==> src/rtl/pe_array_ctrl_if.sv <==
// Valid/ready byte stream used for both the load path into the controller
// and the result path out of it.
interface pe_array_ctrl_if #(
    parameter int DW = 8
);
    logic          valid;
    logic          ready;
    logic [DW-1:0] data;
    logic          last;

    modport master (output valid, output data, output last, input ready);
    modport slave  (input valid, input data, output ready);
endinterface

==> src/rtl/pe_array_ctrl.sv <==
// Sequencer for a 3x3-filter / 5x5-ifmap PE array: loads operands from a byte
// stream, clears and runs the array, captures its sums and streams them out.
//
// state     | meaning
// ----------+-----------------------------------------------------------
// S_IDLE    | waiting for start; array held in reset
// S_LOAD    | accepting 9 filter bytes then 25 ifmap bytes
// S_CLR     | one-cycle array reset before the run
// S_RUN     | array enabled for RUN_CYCLES cycles
// S_CAPTURE | array idle; sums latched into the result register on exit
// S_DRAIN   | streaming the 9 result bytes, last marker on the ninth
module pe_array_ctrl #(
    parameter int RUN_CYCLES = 12,
    parameter int DW         = 8
) (
    input  logic                 clk,
    input  logic                 rst_n,
    input  logic                 start_i,
    input  logic                 abort_i,
    pe_array_ctrl_if.slave       ld,
    pe_array_ctrl_if.master      rs,
    input  logic [9*DW-1:0]      sum_in_i,
    output logic [9*DW-1:0]      filter_flat_o,
    output logic [25*DW-1:0]     ifmap_flat_o,
    output logic                 arr_rst_o,
    output logic                 arr_en_o,
    output logic                 busy_o,
    output logic                 done_o
);
    typedef enum logic [2:0] {
        S_IDLE, S_LOAD, S_CLR, S_RUN, S_CAPTURE, S_DRAIN
    } state_t;

    localparam logic [7:0] RUN_CNT   = 8'(RUN_CYCLES);
    localparam logic [5:0] LAST_BYTE = 6'd33;

    state_t          state_q, state_d;
    logic [5:0]      k_q, k_d;
    logic [3:0]      j_q, j_d;
    logic [7:0]      cnt_q, cnt_d;
    logic            done_q, done_d;
    logic [9*DW-1:0] filter_q;
    logic [25*DW-1:0] ifmap_q;
    logic [9*DW-1:0] result_q;
    logic [5:0]      ifm_idx;
    logic            ld_hs, rs_hs, wr_filt, wr_ifm, cap;

    assign ld_hs   = (state_q == S_LOAD) && ld.valid;
    assign rs_hs   = (state_q == S_DRAIN) && rs.ready;
    assign ifm_idx = k_q - 6'd9;
    // Operand and result writes are suppressed on an abort cycle as well.
    assign wr_filt = ld_hs && !abort_i && (k_q < 6'd9);
    assign wr_ifm  = ld_hs && !abort_i && (k_q >= 6'd9);
    assign cap     = (state_q == S_CAPTURE) && !abort_i;

    always_comb begin
        state_d = state_q;
        k_d     = k_q;
        j_d     = j_q;
        cnt_d   = cnt_q;
        done_d  = 1'b0;
        case (state_q)
            S_IDLE: begin
                if (start_i) begin
                    state_d = S_LOAD;
                    k_d     = '0;
                end
            end
            S_LOAD: begin
                if (ld_hs) begin
                    if (k_q == LAST_BYTE) begin
                        state_d = S_CLR;
                        k_d     = '0;
                    end else begin
                        k_d = k_q + 6'd1;
                    end
                end
            end
            S_CLR: begin
                state_d = S_RUN;
                cnt_d   = RUN_CNT;
            end
            S_RUN: begin
                if (cnt_q == 8'd1) begin
                    state_d = S_CAPTURE;
                    cnt_d   = '0;
                end else begin
                    cnt_d = cnt_q - 8'd1;
                end
            end
            S_CAPTURE: begin
                state_d = S_DRAIN;
                j_d     = '0;
            end
            S_DRAIN: begin
                if (rs_hs) begin
                    if (j_q == 4'd8) begin
                        state_d = S_IDLE;
                        j_d     = '0;
                        done_d  = 1'b1;
                    end else begin
                        j_d = j_q + 4'd1;
                    end
                end
            end
            default: state_d = S_IDLE;
        endcase
        if (abort_i) begin
            state_d = S_IDLE;
            k_d     = '0;
            j_d     = '0;
            cnt_d   = '0;
            done_d  = 1'b0;
        end
    end

    always_ff @(posedge clk or negedge rst_n) begin
        if (!rst_n) begin
            state_q <= S_IDLE;
            k_q     <= '0;
            j_q     <= '0;
            cnt_q   <= '0;
            done_q  <= 1'b0;
        end else begin
            state_q <= state_d;
            k_q     <= k_d;
            j_q     <= j_d;
            cnt_q   <= cnt_d;
            done_q  <= done_d;
        end
    end

    always_ff @(posedge clk or negedge rst_n) begin
        if (!rst_n) begin
            filter_q <= '0;
            ifmap_q  <= '0;
            result_q <= '0;
        end else begin
            if (wr_filt) filter_q[k_q*DW +: DW]    <= ld.data;
            if (wr_ifm)  ifmap_q[ifm_idx*DW +: DW] <= ld.data;
            if (cap)     result_q                  <= sum_in_i;
        end
    end

    assign ld.ready      = (state_q == S_LOAD);
    assign rs.valid      = (state_q == S_DRAIN);
    assign rs.last       = (state_q == S_DRAIN) && (j_q == 4'd8);
    assign rs.data       = (state_q == S_DRAIN) ? result_q[j_q*DW +: DW] : '0;
    assign busy_o        = (state_q != S_IDLE);
    assign arr_en_o      = (state_q == S_RUN);
    assign arr_rst_o     = (state_q == S_IDLE) || (state_q == S_LOAD) || (state_q == S_CLR);
    assign done_o        = done_q;
    assign filter_flat_o = filter_q;
    assign ifmap_flat_o  = ifmap_q;
endmodule

==> src/flat_wrapper.sv <==
// flat-port wrapper written by rule: the top's interface ports become plain ports
module pe_array_ctrl_flat 
#(
    parameter int RUN_CYCLES = 12,
    parameter int DW         = 8
)
  (clk, rst_n, start_i, abort_i, sum_in_i, filter_flat_o, ifmap_flat_o, arr_rst_o, arr_en_o, busy_o, done_o, ld_valid, ld_data, ld_ready, rs_valid, rs_data, rs_last, rs_ready);
  pe_array_ctrl_if #(.DW(DW)) ld_i ();
  pe_array_ctrl_if #(.DW(DW)) rs_i ();
  input  logic clk;
  input  logic rst_n;
  input  logic start_i;
  input  logic abort_i;
  input  logic [9*DW-1:0] sum_in_i;
  output logic [9*DW-1:0] filter_flat_o;
  output logic [25*DW-1:0] ifmap_flat_o;
  output logic arr_rst_o;
  output logic arr_en_o;
  output logic busy_o;
  output logic done_o;
  input wire logic [$bits(ld_i.valid)-1:0] ld_valid;
  input wire logic [$bits(ld_i.data)-1:0] ld_data;
  output wire logic [$bits(ld_i.ready)-1:0] ld_ready;
  output wire logic [$bits(rs_i.valid)-1:0] rs_valid;
  output wire logic [$bits(rs_i.data)-1:0] rs_data;
  output wire logic [$bits(rs_i.last)-1:0] rs_last;
  input wire logic [$bits(rs_i.ready)-1:0] rs_ready;
  assign ld_i.valid = ld_valid;
  assign ld_i.data = ld_data;
  assign ld_ready = ld_i.ready;
  assign rs_valid = rs_i.valid;
  assign rs_data = rs_i.data;
  assign rs_last = rs_i.last;
  assign rs_i.ready = rs_ready;
  pe_array_ctrl #(.RUN_CYCLES(RUN_CYCLES), .DW(DW)) u_core (.clk(clk), .rst_n(rst_n), .start_i(start_i), .abort_i(abort_i), .ld(ld_i), .rs(rs_i), .sum_in_i(sum_in_i), .filter_flat_o(filter_flat_o), .ifmap_flat_o(ifmap_flat_o), .arr_rst_o(arr_rst_o), .arr_en_o(arr_en_o), .busy_o(busy_o), .done_o(done_o));
endmodule
==> config.mk <==
export PLATFORM = sky130hd
export DESIGN_NAME = pe_array_ctrl_flat
export DESIGN_NICKNAME = d
export VERILOG_FILES = /design/src/rtl/pe_array_ctrl_if.sv /design/src/rtl/pe_array_ctrl.sv /design/src/flat_wrapper.sv
export SDC_FILE = /design/constraint.sdc
export NUM_CORES = 1
export LEC_CHECK = 0
export BUFFER_PORTS_ARGS = -buffer_cell sky130_fd_sc_hd__clkbuf_2
export CAP_MARGIN = 20
export CORE_AREA = 2 2 170 172
export CTS_CLUSTER_SIZE = 20
export DETAILED_ROUTE_END_ITERATION = 10
export DIE_AREA = 0 0 172 174
export PLACE_DENSITY = 0.92
export REMOVE_ABC_BUFFERS = 1
export SETUP_SLACK_MARGIN = 0.15
export SYNTH_ARGS = -nofsm -noshare
export SYNTH_HDL_FRONTEND = slang
export SYNTH_SLANG_ARGS = --single-unit
==> constraint.sdc <==
create_clock -name clk -period 11.7 [get_ports clk]
set_input_delay 2.34 -clock clk [delete_from_list [all_inputs] [get_ports clk]]
set_output_delay 2.34 -clock clk [all_outputs]
set_load 0.01 [all_outputs]
# After elaboration in Yosys (flattened, before gate mapping)
# Cells that the tools add are included.
[op_classes]
addsub = 6
n_mul = 0
div = 0
n_lt_le_gt_ge = 2
eq_ne = 14
shift = 5
muxes = 27
bitwise_logic = 0
reduce_logical = 18
[op_table]
columns = ["operator", "n"]
rows = [
  ["$bwmux W200", 1],
  ["$shift A8 B34 Y200 const A", 1],
  ["$shiftx A8 B34 Y200", 1],
  ["$bwmux W72", 1],
  ["$shift A8 B34 Y72 const A", 1],
  ["$shiftx A72 B8 Y8", 1],
  ["$shiftx A8 B34 Y72", 1],
  ["$neg A9 Y34", 2],
  ["$mux W6", 4],
  ["$mux W8", 3],
  ["$mux W3", 7],
  ["$pmux W3 S6", 1],
  ["$pmux W8 S2", 1],
  ["$ne A3 B2 Y1 const B", 5],
  ["$mux W4", 3],
  ["$pmux W6 S2", 1],
  ["$reduce_bool A3 Y1", 4],
  ["$eq A8 B1 Y1 const B", 1],
  ["$pmux W4 S2", 1],
  ["$sub A8 B1 Y8 const B", 1],
  ["$logic_and A1 B1 Y1", 7],
  ["$add A6 B1 Y6 const B", 1],
  ["$eq A3 B2 Y1 const B", 2],
  ["$eq A3 B3 Y1 const B", 2],
  ["other kinds (15)", 19],
]
[totals]
regBits = 366
latchBits = 0
mem_bits_rw = 0
mem_bits_ro = 0
input_bits = 86
out_inout_bits = 287
wordCells = 80
memories = 0

# Longest topological paths before layout
# Gate-level depths: netlist (run 1).
[depth]
word_depth = 5
mapped_depth = 14
depth_no_buf = 11

# Worst setup path before layout (run 1)
# Ideal clock, no wire load.
[synth_timing]
kind = "input to register"
startpoint = "in abort_i"
endpoint = "reg u_core.ifmap_q[152] (netlist: u_core.ifmap_flat_o[152])"
setup_ns = 0.125
arrival_ns = 4.509
t_required_ns = 11.575
path_slack_ns = 7.066
path_stages = 6
n_path_buf = 0
path_cell_list = "nor4b_2 -> nand3_1 -> nor4_4 -> o21ai_2 -> nor3b_2 -> mux2_2"
[synth_via]
elab_chain_len = 3
[synth_rtl]
columns = ["element", "line_no", "source"]
rows = [
  ["start: declaration", "flat_wrapper.sv:13", "input logic abort_i;"],
  ["$logic_not A1 Y1", "pe_array_ctrl.sv:53", "assign wr_ifm = ld_hs && !abort_i && (k_q >= 6'd9);"],
  ["$logic_and A1 B1 Y1 (2 in series)", "pe_array_ctrl.sv:53", ""],
  ["end signal: indexed assignment", "pe_array_ctrl.sv:140", "if (wr_ifm) ifmap_q[ifm_idx*DW +: DW] <= ld.data;"],
  ["end: declaration", "pe_array_ctrl.sv:43", "logic [25*DW-1:0] ifmap_q;"],
]
# Every way passes these cells.
# A chain may end at the register's enable or synchronous reset.

# Worst setup path in the final report (run 1)
[layout_timing]
startpoint = "in abort_i"
endpoint = "reg u_core.ifmap_q[87] (netlist: u_core.ifmap_flat_o[87])"
# Same word-level chain as after synthesis.

==> results.yml, run 1 <==
placed_design:
  dp_hpwl_um: 31210
  gp_congestion: 0.9143
  io_buffers: 372
critical_path:
  path_class: "in -> reg"
  critPathCaptureType: "flop"
  crit_path_top_delay_cell: "nor4b_2"
  path_max_fanout: 15
  crit_end: "u_core.ifmap_flat_o[87]"
  max_stage_delay_ns: 0.61
  startpoint: "abort_i"
  r2r_slack_ns: 6.95
  rr_worst_depth: 10
  r2r-start: "u_core.k_q[0]"
  cp-start-kind: "input port"
  cp.required_ns: 12.10
  worstPathArrival_ns: 5.45
  rr_endpoint: "u_core.ifmap_flat_o[187]"
  crit_chain: "clkbuf_2 > nor4b_2 > nand3_1 > or2_2 > nor4_4 > nand4_1 > mux2_2"
grt:
  grt_usage_pct: 29.92
  grt_pass1_wl_um: 68820
  antenna_found_initial: 0
  grt.overflow.total: 0
  grt_max_degree: 133
  grt_pass1_vias: 12040
routing:
  dr.pass1.iters: 5
  postRouteAntennaNets: 0
  totalWireLength_um: 44870
  initialDrtViolationCount: 1029
  routedWlPerCell_um: 22.22
  drcViolationCount: 0
  num_vias: 11640
  via_per_inst: 5.767
hold_path:
  min_path_cells: 2
  worstHoldPathType: "reg -> reg"
cts:
  cts_tree: "built"
  clock_sinks: 366
  hold_buffers: 0
  cts_setup_buffers: 0
  clk_pin_slew_worst_paths_ns: 0.06
  cts-resized-gates: 0
  clkLatencyLatePin_ns: 0.52
  ctsRootBufferMaster: "clkbuf_16"
  h-tree-depth: 2
  clockBufferDepth: 3
  cts_inserted_buffers: 39
floorplan:
  dieArea_um2: 29930
  ioPinCount: 373
  die_w_um: 172
  core_area_um2: 28240
  rows: 62
  die_y_um: 174
  initial_core_util_pct: 56.78
sta:
  grt_setup_unrepaired: "false"
  fin_crit_sh_pct: 43.19
  maxSlewViolCount: 0
  fmaxAchievable_mhz: 197.9
  worst-slew-pin-transition_ns: 1.067
  setup_tns_ns: 0
  fin_skew_ns: 0.01529
  finalHoldViolCount: 0
  slew_headroom_pct: 28.33
  setup_viol: 0
  period_needed_ns: 5.054
cells_and_area:
  antenna_cells: 0
  area_growth_pct: 21.66
  nets: 1705
  drive_gt1_share_pct: 47.09
logic_synthesis:
  synth-main-ff-cell: "dfrtp_1"
  synth_seq_area_share_pct: 57.13
  async_reset_ff_share_pct: 100.0
  synth_warnings: 0
  ys_top_cells_by_area: "dfrtp_1 57%, mux2_2 19%, nand2_1 2.9%, o21ai_0 2.8%, mux4_2 2.2%"
  syn_inst: 1243
  avgSynthCellArea_um2: 12.90
  yosys.area.top_type: "dfrtp_1"
  synth.top_cell.area_share_pct: 57.13
  synth_edf_count: 0
  synth_cell_types: 68
  synthesis.area_um2: 16030
  synth_seq_cells: 366
outcome:
  outcome: "completed"
power:
  powerDensity_nw_per_um2: 178.4
  total_power_uw: 3480
  ir_worst_vdd_v: 0.0001862
  leakage_uw: 0.01006
job:
  maxCapViolCount: 0
## placed cells by master (no fill, tap or decap), types with 3 or more instances in the layout
cell	count
or4_1	3
mux2_2	271
clkbuf_16	39
mux2_4	8
mux4_2	16
clkinv_2	7
inv_1	12
o21ai_0	89
nor4_4	6
clkbuf_1	9
ha_1	11
nor3b_1	4
xnor2_1	4
a21oi_1	17
clkbuf_2	371
o31ai_1	4
nor3_1	13
nor3b_4	3
nor2b_1	7
nand2_1	122
nand3b_1	6
mux2i_1	10
mux2_1	3
clkbuf_8	7
bufinv_16	3
and2_1	43
dfrtp_1	366
nor2_1	63
nand2b_1	4
xor2_1	4
or2_2	5
and3_1	19
nand3_1	15
nor3b_2	3
buf_4	10
nor4_1	6
## flip-flops by register name, indices dropped and copies added (netlist names)
signal / cells
u_core.done_o: 1
u_core.state_q: 3
u_core.k_q: 6
u_core.j_q: 4
u_core.result_q: 72
u_core.filter_flat_o: 72
u_core.ifmap_flat_o: 200
u_core.cnt_q: 8
## logic make-up after synthesis
kind of cell	Yosys count	share of synthesized area [%]
flops	366	57.12
simple gates	341	11.74
mux	308	22.87
compound gates	136	4.971
buf+inv	71	1.842
fa+ha+maj	11	0.8584
xor+xnor	10	0.5931
## stage by stage
step	setup WS (ns)	util, %	cell area, um^2	instances	hold WS (ns)
global placement	6.367	64.51	18220	1949	0.4607
CTS	6.683	68.96	19470	2017	0.4822
finish	6.646	69.08	19510	2019	0.4818
detailed placement	6.184	64.51	18220	1949	0.4695
global route	6.452	69.08	19510	2019	0.5141
floorplan	3.225	-	15780	1184	0.4599
## layout make-up
| type | instances | area (um^2) |
|---|---|---|
| sequential | 366 | 9159 |
| clock inverter | 13 | 150.1 |
| multi-input combinational | 806 | 6591 |
| fill | 1935 | 8731 |
| inverter | 12 | 45.04 |
| timing repair buffer | 383 | 1974 |
| clock buffer | 55 | 1106 |
| tap | 384 | 480.5 |
## where the power goes
group,total (uW),switching (uW),internal [uW]
clock,1220,498,725
sequential,1520,112,1410
combinational,732,431,301
## cell usage after synthesis (all sizes together), types with 2 or more instances
library cell and count:
xnor2 5, o31a 2, mux4 16, o21a 2, ha 11, nor2 64
and2 43, nand4 2, a21oi 17, and3 19, nor4b 4, buf 9
nor3b 10, nand3 15, xor2 5, a31oi 2, o31ai 4, inv 12
nand2b 4, mux2i 10, o2111ai 2, nand3b 6, nand2 122, nor3 13
o21ai 92, mux2 282, a2111oi 3, or4 4, or2 6, clkbuf 50
nand4b 2, and3b 2, nor4 14, dfrtp 366, nor2b 7
## critical path, delay by kind of cell
| kind | cells | cell delay (ns) |
|---|---|---|
| buffers and inverters | 1 | 0.22 |
| and+or+nand+nor | 5 | 2.42 |
| muxes | 1 | 0.46 |
## how the worst min path moves through the flow
stage	start	end
2_1_floorplan	u_core.cnt_q[5]	u_core.cnt_q[5]
5_1_grt	u_core.filter_flat_o[14]	u_core.filter_flat_o[14]
3_5_place_dp	u_core.filter_flat_o[20]	u_core.filter_flat_o[20]
3_3_place_gp	u_core.filter_flat_o[9]	u_core.filter_flat_o[9]
6_report	u_core.filter_flat_o[20]	u_core.filter_flat_o[20]
4_1_cts	u_core.filter_flat_o[20]	u_core.filter_flat_o[20]
## layer usage
metal,GRT usage (%),wire length (um)
met1,37.04,16860
met2,50.77,22580
met3,6.967,3575
met4,11.87,1847
met5,0,0
Power figures use the tool's default switching activity.
==> run 2, diff against run 1 <==
- CORE_AREA: 2 2 170 172 -> 2 2 184 186
- DIE_AREA: 0 0 172 174 -> 0 0 186 188
- PLACE_DENSITY: 0.92 -> 0.84
- clock period: 11.7 -> 4.5 ns (I/O delays scaled with it)
==> run 2 against run 1 <==
Against the previous run: final area grew 1.2%; wire length shrank 2.2%; clock-buffer cell count shrank 7; power grew to 2.6 times the previous value; sequential share of layout area shrank 0.54 points; critical endpoint is now u_core.ifmap_flat_o[184]; largest cell class unchanged; largest power group unchanged; highest routed layer unchanged.
==> results.yml, run 2 (synthesized netlist as in run 1, its figures left out) <==
outcome:
  outcome: "completed"
sta:
  maxSlewViolCount: 0
  setup_viol: 0
  slew_headroom_pct: 33.00
  fin_skew_ns: 0.01722
  period_needed_ns: 4.076
  finalHoldViolCount: 0
  setup_tns_ns: 0
  fin_crit_sh_pct: 90.58
  fmaxAchievable_mhz: 245.3
  worst-slew-pin-transition_ns: 1.003
  grt_setup_unrepaired: "false"
critical_path:
  cp.required_ns: 4.89
  worst-path-buf-inv: 1
  path_class: "reg -> reg"
  cp-start-kind: "flop"
  rr_worst_depth: 10
  worstPathArrival_ns: 4.46
  path_max_fanout: 12
  max_stage_delay_ns: 0.77
  crit_top_cell: "ha_1"
  r2r_slack_ns: 0.42
  cp.depth: 10
  crit_chain: "inv_1 > ha_1 > xor2_2 > nor2_1 > o21a_1 > ha_1 > nor4_2 > o21ai_2 > or4_1 > mux2_1"
  crit_path_top_delay_cell: "or4_1"
  critPathTopFamily: "simple AND/OR/NAND/NOR gates"
  critPathCaptureType: "flop"
power:
  leakage_uw: 0.01015
  ir_worst_vdd_v: 0.0004045
  powerDensity_nw_per_um2: 453.6
  total_power_uw: 8952
floorplan:
  die_w_um: 186
  rows: 67
  initial_core_util_pct: 48.42
  ioPinCount: 373
  die_y_um: 188
  core_area_um2: 33110
  dieArea_um2: 34970
placed_design:
  dpl_cell_area_um2: 18420
  dp_hpwl_um: 31190
  io_buffers: 372
  gp_congestion: 0.8870
routing:
  totalWireLength_um: 43880
  drcViolationCount: 0
  num_vias: 11550
  routedWlPerCell_um: 20.90
  via_per_inst: 5.500
  dr.pass1.iters: 5
  initialDrtViolationCount: 555
  postRouteAntennaNets: 0
cells_and_area:
  nets: 1720
  fin_area_um2: 19740
  layout_commonest_cell: "clkbuf_2"
  area_growth_pct: 23.09
  largest_reg_flops: 200
  final_cell_mix: "371 x clkbuf_2, 366 x dfrtp_1, 271 x mux2_2"
  antenna_cells: 0
  final_core_util_pct: 59.60
  drive_gt1_share_pct: 48.03
cts:
  clkLatencyLatePin_ns: 0.53
  clockBufferDepth: 3
  clock_sinks: 366
  cts_tree: "built"
  cts_inserted_buffers: 38
  ctsRootBufferMaster: "clkbuf_16"
  clk_pin_slew_worst_paths_ns: 0.06
  h-tree-depth: 2
grt:
  grt.overflow.total: 0
  grt_pass1_wl_um: 67700
  grt_pass1_vias: 11900
  antenna_found_initial: 3
  grt_usage_pct: 24.92
  grt_max_degree: 122
hold_path:
  worstHoldPathType: "reg -> reg"
  min_path_cells: 2
job:
  maxCapViolCount: 0
-- run 2: cell count changes in the layout (fill, tap and decap cells not counted), moves of 3 or more --
cell        previous run  this run
buf_12                 0         4
buf_4                 10        22
clkbuf_1               9         3
clkinv_2               7        11
clkinvlp_4             1         4
-- run 2: power breakdown --
part	internal, uW	total [uW]	switching (uW)	leakage [uW]
Combinational	813	1930	1120	0.00450
Clock	1810	3100	1300	0.000612
Sequential	3670	3920	247	0.00503
Total	6290	8950	2660	0.0101
-- run 2: area by class of cell --
type	instances	area, um^2
fillers	2549	13380
flip-flops and latches	366	9159
multi-input cells	806	6598
repair buffers	399	2132
clock buffers	48	1070
well taps	448	560.5
clock inverters	20	171.4
inverters	12	45.04
-- run 2: worst reg2reg max path, stage by stage, from the launching register on --
cell	delay (ns)
dfrtp_1	0.51
inv_1	0.18
ha_1	0.43
xor2_2	0.34
nor2_1	0.15
o21a_1	0.13
ha_1	0.27
nor4_2	0.47
o21ai_2	0.29
or4_1	0.78
mux2_1	0.41
-- run 2: worst paths after layout --
check / end / from
max: u_core.ifmap_flat_o[184] / u_core.k_q[1]
min: u_core.ifmap_flat_o[171] / u_core.ifmap_flat_o[171]
max reg2reg: u_core.ifmap_flat_o[184] / u_core.k_q[1]
min reg2reg: u_core.ifmap_flat_o[171] / u_core.ifmap_flat_o[171]
max in group asynchronous: u_core.ifmap_flat_o[76] / rst_n
min in group asynchronous: u_core.ifmap_flat_o[23] / rst_n
-- run 2: through the flow --
| step | std cells | setup WS (ns) | hold slack, ns |
|---|---|---|---|
| floorplan | 1184 | -2.535 | 0.4599 |
| global placement | 2025 | 0.4990 | 0.4598 |
| detailed placement | 2025 | 0.3222 | 0.4714 |
| CTS | 2093 | 0.2976 | 0.4842 |
| global route | 2099 | 0.1715 | 0.5116 |
| finish | 2099 | 0.4238 | 0.4792 |
-- run 2: repair_timing --
action | in CTS | in global routing
gates resized for setup | 0 | 1
setup buffers | 0 | 4
setup endpoints to repair | 0 | 106
hold buffers | 0 | 0
-- run 2: layer usage --
layer	part of all wire [%]	track usage [%]	up-vias
li1	-	-	5168
met1	40	32.22	5772
met2	48	40.84	484
met3	7.3	5.457	121
met4	4.0	9.812	0
met5	0	0	-
==> run 3, diff against run 2 <==
- CORE_AREA: 2 2 184 186 -> 2 2 170 172
- DIE_AREA: 0 0 186 188 -> 0 0 172 174
- MAX_ROUTING_LAYER: unset -> met4
- PLACE_DENSITY: 0.84 -> 0.92
- clock period: 4.5 -> 5 ns (I/O delays scaled with it)
==> run 3 against run 2 <==
Against the previous run: core utilization is 9.8 points higher; wire length is 3.2% higher; non-clock buffer count is 10 lower; clock skew hardly changed; sequential power is 9.4% lower; critical path type unchanged; via count is 3.7% higher; register-to-register slack better by 0.30 ns; global-route usage is 6.5 points higher; die area is 14% lower.
==> results.yml, run 3 (synthesized netlist as in run 1, its figures left out) <==
cells_and_area:
  drive_gt1_share_pct: 47.62
  final_core_util_pct: 69.35
  final-instance-count-excl-fill: 2025
  largest_reg_flops: 200
  area_growth_pct: 22.15
  nets: 1710
  final_cell_mix: "371 x clkbuf_2, 366 x dfrtp_1, 271 x mux2_2"
  layout_commonest_cell: "clkbuf_2"
critical_path:
  path_class: "reg -> reg"
  rr_worst_depth: 10
  cp.required_ns: 5.39
  worstPathArrival_ns: 4.67
  path_max_fanout: 12
  r2r_slack_ns: 0.72
  cp-start-kind: "flop"
  critPathCaptureType: "flop"
grt:
  antenna_found_initial: 1
  grt_pass1_wl_um: 70360
  grt_max_degree: 110
  grt_usage_pct: 31.39
  grt_pass1_vias: 12570
  grt.overflow.total: 0
routing:
  routedWlPerCell_um: 22.37
  dr.pass1.iters: 5
  postRouteAntennaNets: 0
  num_vias: 11980
  totalWireLength_um: 45300
  initialDrtViolationCount: 932
  drcViolationCount: 0
  via_per_inst: 5.915
sta:
  grt_setup_unrepaired: "false"
  slew_headroom_pct: 33.60
  fin_skew_ns: 0.01763
  worst-slew-pin-transition_ns: 0.9939
  finalHoldViolCount: 0
  fin_crit_sh_pct: 85.50
  setup_viol: 0
  period_needed_ns: 4.275
  fmaxAchievable_mhz: 233.9
  maxSlewViolCount: 0
floorplan:
  core_area_um2: 28240
  rows: 62
  die_y_um: 174
  ioPinCount: 373
  dieArea_um2: 29930
  die_w_um: 172
  initial_core_util_pct: 56.78
cts:
  cts_tree: "built"
  hold_buffers: 0
  cts_setup_buffers: 0
  h-tree-depth: 2
  ctsRootBufferMaster: "clkbuf_16"
  clock_sinks: 366
  clockBufferDepth: 3
  clkLatencyLatePin_ns: 0.52
  cts_inserted_buffers: 38
  clk_pin_slew_worst_paths_ns: 0.06
  cts-resized-gates: 0
power:
  powerDensity_nw_per_um2: 418.3
  ir_worst_vdd_v: 0.0003991
  leakage_uw: 0.01011
placed_design:
  place_inst: 1956
  gp_congestion: 0.8872
  io_buffers: 372
  dp_hpwl_um: 30960
outcome:
  outcome: "completed"
hold_path:
  min_path_cells: 2
  worstHoldPathType: "reg -> reg"
job:
  maxCapViolCount: 0
[run 3: worst paths after layout]
check	start	end
setup / recovery	u_core.k_q[1]	u_core.ifmap_flat_o[177]
hold / removal	u_core.filter_flat_o[29]	u_core.filter_flat_o[29]
setup reg to reg	u_core.k_q[1]	u_core.ifmap_flat_o[177]
hold reg to reg	u_core.filter_flat_o[29]	u_core.filter_flat_o[29]
max in group asynchronous	rst_n	u_core.ifmap_flat_o[164]
min in group asynchronous	rst_n	u_core.ifmap_flat_o[151]
[run 3: power breakdown]
| part | total (uW) | switching [uW] | internal (uW) | leakage, uW |
|---|---|---|---|---|
| Sequential | 3550 | 241 | 3310 | 0.00503 |
| Clock | 2900 | 1180 | 1720 | 0.000632 |
| Combinational | 1740 | 1030 | 713 | 0.00444 |
| Total | 8190 | 2450 | 5740 | 0.0101 |
[run 3: layer usage]
metal  up-vias  global-route usage, %  routed length, um
li1       5149                      -                  -
met1      6046                  37.66              17000
met2       625                  50.67              22360
met3       157                  6.603               3494
met4         0                  15.06               2450
met5         -                      -                  0
[run 3: area by class of cell]
type | count | area [um^2]
Inverter | 12 | 45.04
Clock buffer | 51 | 1111
Timing Repair Buffer | 389 | 2024
Tap cell | 384 | 480.5
Fill cell | 1930 | 8653
Sequential cell | 366 | 9159
Multi-Input combinational cell | 806 | 6591
Antenna cell | 1 | 2.502
Clock inverter | 16 | 170.2
[run 3: per-stage QoR]
stage,power [uW],setup slack [ns],TNS [ns],hold WS [ns],area (um^2)
6_report,8192,0.7250,0,0.4812,19580
3_5_place_dp,5269,0.8139,0,0.4719,18290
3_3_place_gp,5167,0.9667,0,0.4600,18290
5_1_grt,8526,0.5322,0,0.5186,19580
4_1_cts,8202,0.7816,0,0.4854,19570
2_1_floorplan,4664,-2.135,-155.28,0.4599,15780
[run 3: critical path: stages, from the launching register on]
cell	delay, ns
dfrtp_1	0.52
inv_1	0.18
ha_1	0.42
xor2_2	0.35
nor2_1	0.14
o21a_1	0.13
ha_1	0.25
nor4_1	0.62
o21ai_2	0.33
nor3b_2	0.77
mux2_2	0.43
